## src/rtl/pc_stack16_pkg.sv

```systemverilog
// Shared constants and request decode for the program counter with return stack.
package pc_stack16_pkg;

    localparam int          PC_WIDTH        = 16;
    localparam int          PC_STACK_DEPTH  = 4;
    localparam logic [15:0] PC_RESET_VECTOR = 16'h0000;

    typedef enum logic [2:0] {
        OP_HOLD,
        OP_LOAD,
        OP_CALL,
        OP_RET,
        OP_INC
    } pc_op_t;

    // Only the highest-priority request is honoured in a cycle.
    function automatic pc_op_t decode_op(input logic load, input logic call,
                                         input logic ret, input logic inc);
        if (load)      return OP_LOAD;
        else if (call) return OP_CALL;
        else if (ret)  return OP_RET;
        else if (inc)  return OP_INC;
        else           return OP_HOLD;
    endfunction

endpackage

```

## src/rtl/pc_stack16_inc16.sv

```systemverilog
// Sixteen-bit incrementer; wraps 0xFFFF to 0x0000 without a carry out.
module Increment16 (
    input  logic [15:0] a,
    output logic [15:0] y
);

    assign y = a + 16'd1;

endmodule

```

## src/rtl/pc_stack16.sv

```systemverilog
// Program counter with a LIFO return-address stack; one incrementer serves both
// sequential fetch and the call push data.
module pc_stack16
    import pc_stack16_pkg::*;
#(
    parameter int WIDTH = PC_WIDTH,
    parameter int DEPTH = PC_STACK_DEPTH
) (
    input  logic                   clk,
    input  logic                   reset,
    input  logic [WIDTH-1:0]       in,
    input  logic                   load,
    input  logic                   call,
    input  logic                   ret,
    input  logic                   inc,
    output logic [WIDTH-1:0]       out,
    output logic [$clog2(DEPTH):0] sp,
    output logic                   full,
    output logic                   empty,
    output logic                   overflow,
    output logic                   underflow
);

    localparam int AW  = $clog2(DEPTH);
    localparam int SPW = AW + 1;
    localparam logic [SPW-1:0] SP_FULL = SPW'(DEPTH);

    logic [WIDTH-1:0] stack [DEPTH];
    logic [WIDTH-1:0] pc_plus1;
    logic [WIDTH-1:0] out_nxt;
    logic [SPW-1:0]   sp_nxt;
    logic             ovf_nxt;
    logic             unf_nxt;
    logic             push_en;
    logic [AW-1:0]    wr_idx;
    logic [AW-1:0]    rd_idx;
    pc_op_t           op;

    Increment16 u_inc (
        .a (out),
        .y (pc_plus1)
    );

    assign full   = (sp == SP_FULL);
    assign empty  = (sp == '0);
    assign wr_idx = sp[AW-1:0];
    assign rd_idx = AW'(sp - 1'b1);

    always_comb begin
        op      = decode_op(load, call, ret, inc);
        out_nxt = out;
        sp_nxt  = sp;
        ovf_nxt = overflow;
        unf_nxt = underflow;
        push_en = 1'b0;
        case (op)
            OP_LOAD: out_nxt = in;
            OP_CALL: begin
                out_nxt = in;
                if (full) begin
                    ovf_nxt = 1'b1;
                end else begin
                    push_en = 1'b1;
                    sp_nxt  = sp + 1'b1;
                end
            end
            OP_RET: begin
                if (empty) begin
                    unf_nxt = 1'b1;
                end else begin
                    out_nxt = stack[rd_idx];
                    sp_nxt  = sp - 1'b1;
                end
            end
            OP_INC:  out_nxt = pc_plus1;
            default: ;
        endcase
    end

    always_ff @(posedge clk) begin
        if (reset) begin
            out       <= PC_RESET_VECTOR;
            sp        <= '0;
            overflow  <= 1'b0;
            underflow <= 1'b0;
        end else begin
            out       <= out_nxt;
            sp        <= sp_nxt;
            overflow  <= ovf_nxt;
            underflow <= unf_nxt;
        end
    end

    // Contents are don't-care after reset; sp alone defines validity.
    always_ff @(posedge clk) begin
        if (!reset && push_en)
            stack[wr_idx] <= pc_plus1;
    end

endmodule

```

## config.mk

```make
export PLATFORM = sky130hd
export DESIGN_NAME = pc_stack16
export DESIGN_NICKNAME = d
export VERILOG_FILES = /design/src/rtl/pc_stack16_pkg.sv /design/src/rtl/pc_stack16_inc16.sv /design/src/rtl/pc_stack16.sv
export SDC_FILE = /design/constraint.sdc
export NUM_CORES = 1
export LEC_CHECK = 0
export BUFFER_PORTS_ARGS = -buffer_cell sky130_fd_sc_hd__buf_2
export CORE_UTILIZATION = 53
export CTS_CLUSTER_SIZE = 10
export DETAILED_ROUTE_END_ITERATION = 10
export PLACE_DENSITY = 0.73
export SLEW_MARGIN = 0
export SYNTH_ARGS = -nofsm -noshare
export SYNTH_HDL_FRONTEND = slang
export SYNTH_SLANG_ARGS = --single-unit
```

## constraint.sdc

```tcl
create_clock -name clk -period 7.11 [get_ports clk]
set_input_delay 2.133 -clock clk [delete_from_list [all_inputs] [get_ports clk]]
set_output_delay 2.133 -clock clk [all_outputs]
set_load 0.01 [all_outputs]
```

==> results.py <==
metrics = {
    "status": {
        "status": "finished clean",
    },
    "clock_tree": {
        "cts_buffers": 9,
        "cts_resized": 0,
        "clk_latency_ns": 0.35,
        "clk_pin_slew_ns": 0.09,
        "hold_buffers": 0,
        "root_buffer": "clkbuf_8",
        "clkSinkCount": 85,
        "tritoncts": "yes",
        "h-tree-depth": 3,
        "post_cts_buffers": 0,
        "cts_max_path_buffers": 2,
    },
    "route": {
        "drt_iter0_drc": 177,
        "drc": 0,
        "routedWlPerCell_um": 19.9,
        "drtPass1Iterations": 5,
        "drtAntennaViolNets": 0,
        "vias_per_cell": 6.12,
        "dr_total_vias": 2644,
        "wl_um": 8580,
    },
    "min_path": {
        "min_from": "overflow",
        "min_path_cells": 2,
        "min_to": "overflow",
        "hold_path.class": "reg2reg",
    },
    "synthesis": {
        "synth_area_leaders": "edfxtp_1 (49%), dfxtp_1 (11%), mux4_2 (9.1%)",
        "synth_edf_count": 64,
        "postSynthAreaPerCell_um2": 13.7,
        "yosysUniqueCellTypes": 55,
        "synth_nets": 316,
        "ys_seq_area_share_pct": 59.2,
        "yosys.area.top_type": "edfxtp_1",
        "synth_area_um2": 3960,
        "ys_seq_elements": 85,
        "postSynth.asyncResetShare_pct": 0,
        "yosys_warnings": 0,
        "syn_inst": 288,
        "synth-main-ff-cell": "edfxtp_1",
        "yosys.area.top_type_share_pct": 48.6,
    },
    "floorplan": {
        "rows": 31,
        "die_height_um": 88.4,
        "die_w_um": 88.4,
        "dieArea_um2": 7820,
        "pin_count": 45,
        "initial_utilization_pct": 54.6,
        "design.core.area_um2": 7250,
    },
    "critical_path": {
        "r2r_end": "stack[0][7]",
        "endpoint_kind": "register",
        "r2r-start": "sp[1]",
        "rrSetupSlack_ns": 4.46,
        "crit_fanout": 24,
        "worstSetupStartpointType": "input port",
        "path_class": "in2reg",
        "crit_required_ns": 7.08,
        "critPathArrivalTime_ns": 3.74,
        "rr_worst_depth": 5,
    },
    "timing": {
        "hold_viol": 0,
        "final_max_slew_viol_count": 0,
        "setup_tns_ns": 0,
        "slew_headroom_pct": 32.2,
        "tightest_slew_ns": 1.01,
        "finClkSkew_ns": 0.0113,
        "finalCritPeriodShare_pct": 53.0,
        "holdWs_ns": 0.468,
        "rsz0062_at_grt": "no",
        "finalSetupViolations": 0,
        "fin_crit_ns": 3.77,
        "fmax_mhz": 265,
    },
    "grt": {
        "grt_antenna_before_repair": 0,
        "grt_pass1_vias": 2497,
        "grt_use_met2_pct": 34.8,
        "grt_usage_pct": 23.3,
        "top_usage_layer": "met2",
        "grtUsageMet3_pct": 6.06,
        "grt_pass1_wl_um": 13200,
        "grt_max_degree": 25,
        "met1_usage_pct": 33.1,
        "grt-ovfl-total": 0,
    },
    "power_and_ir_drop": {
        "switchingPower_mw": 0.266,
        "powerDensity_nw_per_um2": 237,
        "p_leak_nw": 1.54,
        "max-vdd-ir-drop_mv": 0.113,
        "p_clk_share_pct": 33.3,
        "p_int_mw": 0.783,
        "switching_share_pct": 25.3,
        "power.share.sequential_pct": 54.6,
        "combPwrFrac_pct": 12.1,
    },
    "job": {
        "cap_violations": 0,
    },
    "placement": {
        "gp_congestion": 0.833,
        "io_buffers": 44,
        "hpwlAfterDp_um": 5600,
    },
    "final_layout": {
        "area_growth_pct": 12.0,
        "diodes": 0,
        "nNetsFinal": 356,
        "postLayoutCoreUtil_pct": 61.1,
        "drive_gt1_share_pct": 26.1,
    },
}
==> cell usage in the layout, fill, tap and decap left out, types with 3 or more instances in the layout <==
| master | Yosys | final |
|---|---|---|
| nor2_1 | 15 | 15 |
| buf_2 | 8 | 44 |
| xor2_1 | 3 | 3 |
| mux4_2 | 16 | 16 |
| nor3_1 | 3 | 3 |
| inv_1 | 10 | 10 |
| o21ai_0 | 4 | 4 |
| xnor2_1 | 10 | 10 |
| edfxtp_1 | 64 | 64 |
| or2_2 | 3 | 3 |
| and2_1 | 10 | 10 |
| clkinvlp_4 | 0 | 4 |
| nand4_1 | 5 | 5 |
| nand2_1 | 11 | 11 |
| clkbuf_8 | 0 | 10 |
| o32ai_1 | 5 | 5 |
| a221oi_1 | 9 | 9 |
| nand3_1 | 9 | 9 |
| a21oi_1 | 9 | 9 |
| ha_1 | 6 | 6 |
| dfxtp_1 | 21 | 21 |
| a211oi_1 | 6 | 6 |
| nor4_1 | 4 | 4 |
| a31oi_1 | 3 | 3 |
| a22oi_1 | 3 | 3 |
| o21a_1 | 4 | 4 |
==> stage by stage <==
| stage | instances | power (mW) | cell area, um^2 | setup slack, ns |
|---|---|---|---|---|
| CTS | 432 | 1.05 | 4430 | 3.39 |
| global placement | 416 | 0.706 | 4220 | 3.06 |
| floorplan | 288 | 0.667 | 3960 | 3.53 |
| global route | 432 | 1.09 | 4430 | 3.20 |
| detailed placement | 416 | 0.709 | 4220 | 2.99 |
| finish | 432 | 1.05 | 4430 | 3.34 |
==> kinds of logic (layout without fill, tap and decap cells) <==
| kind of cell | Yosys count | in the layout | share of synthesized area [%] |
|---|---|---|---|
| buf+inv | 27 | 72 | 3.29 |
| fa+ha+maj | 6 | 6 | 1.90 |
| compound gates | 61 | 61 | 11.8 |
| flops | 85 | 85 | 59.2 |
| mux | 18 | 18 | 9.61 |
| simple gates | 78 | 78 | 11.4 |
| xor+xnor | 13 | 13 | 2.88 |
==> metal layers <==
metal / vias to the layer above / part of all wire (%) / wire length [um]
li1: 1216 / - / -
met1: 1316 / 46 / 3990
met2: 98 / 47 / 3990
met3: 14 / 5.4 / 463
met4: 0 / 1.7 / 142
met5: - / 0 / 0
==> Yosys cell counts (all sizes together) (3+ instances only) <==
cell type	n
dfxtp	21
and2	10
mux4	16
xnor2	10
a211oi	7
a22oi	3
buf	12
nand4	5
o21ai	5
a21oi	9
nand3	9
o32ai	5
nor2	15
edfxtp	64
ha	6
o21a	4
nor4	4
inv	10
or2	3
a31oi	3
xor2	3
nand2	11
nor3	3
a221oi	9
clkbuf	5
==> critical path: stages <==
cell,delay [ns]
buf_2,0.25
nor4b_1,0.48
and2_1,0.87
==> how the worst max path moves through the flow <==
stage                     startpoint            to  cells past startpoint
final                          reset   stack[0][7]                      3
after global routing           reset   stack[0][7]                      3
after CTS                      reset  stack[0][15]                      3
after detailed placement        call        out[6]                      5
after global placement          call       out[10]                      5
after floorplan                 load   stack[0][0]                      3
==> layout make-up <==
class | count | area (um^2)
Clock buffer | 10 | 138
Multi-Input combinational cell | 176 | 1490
Sequential cell | 85 | 2340
Fill cell | 587 | 2820
Clock inverter | 6 | 71.3
Tap cell | 99 | 124
Timing Repair Buffer | 46 | 235
Inverter | 10 | 37.5
==> state kept, by name, summed over array words and instances, names as in the netlist <==
name,cells
stack,64
sp,3
underflow,1
out,16
overflow,1
==> power groups by stage <==
stage	combinational (mW)	sequential, mW	clock [mW]
after CTS	0.127	0.572	0.356
after global placement	0.124	0.582	0
after floorplan	0.0853	0.582	0
final	0.127	0.572	0.350
after detailed placement	0.126	0.583	0
after global routing	0.138	0.574	0.374
Power figures use the tool's default switching activity.
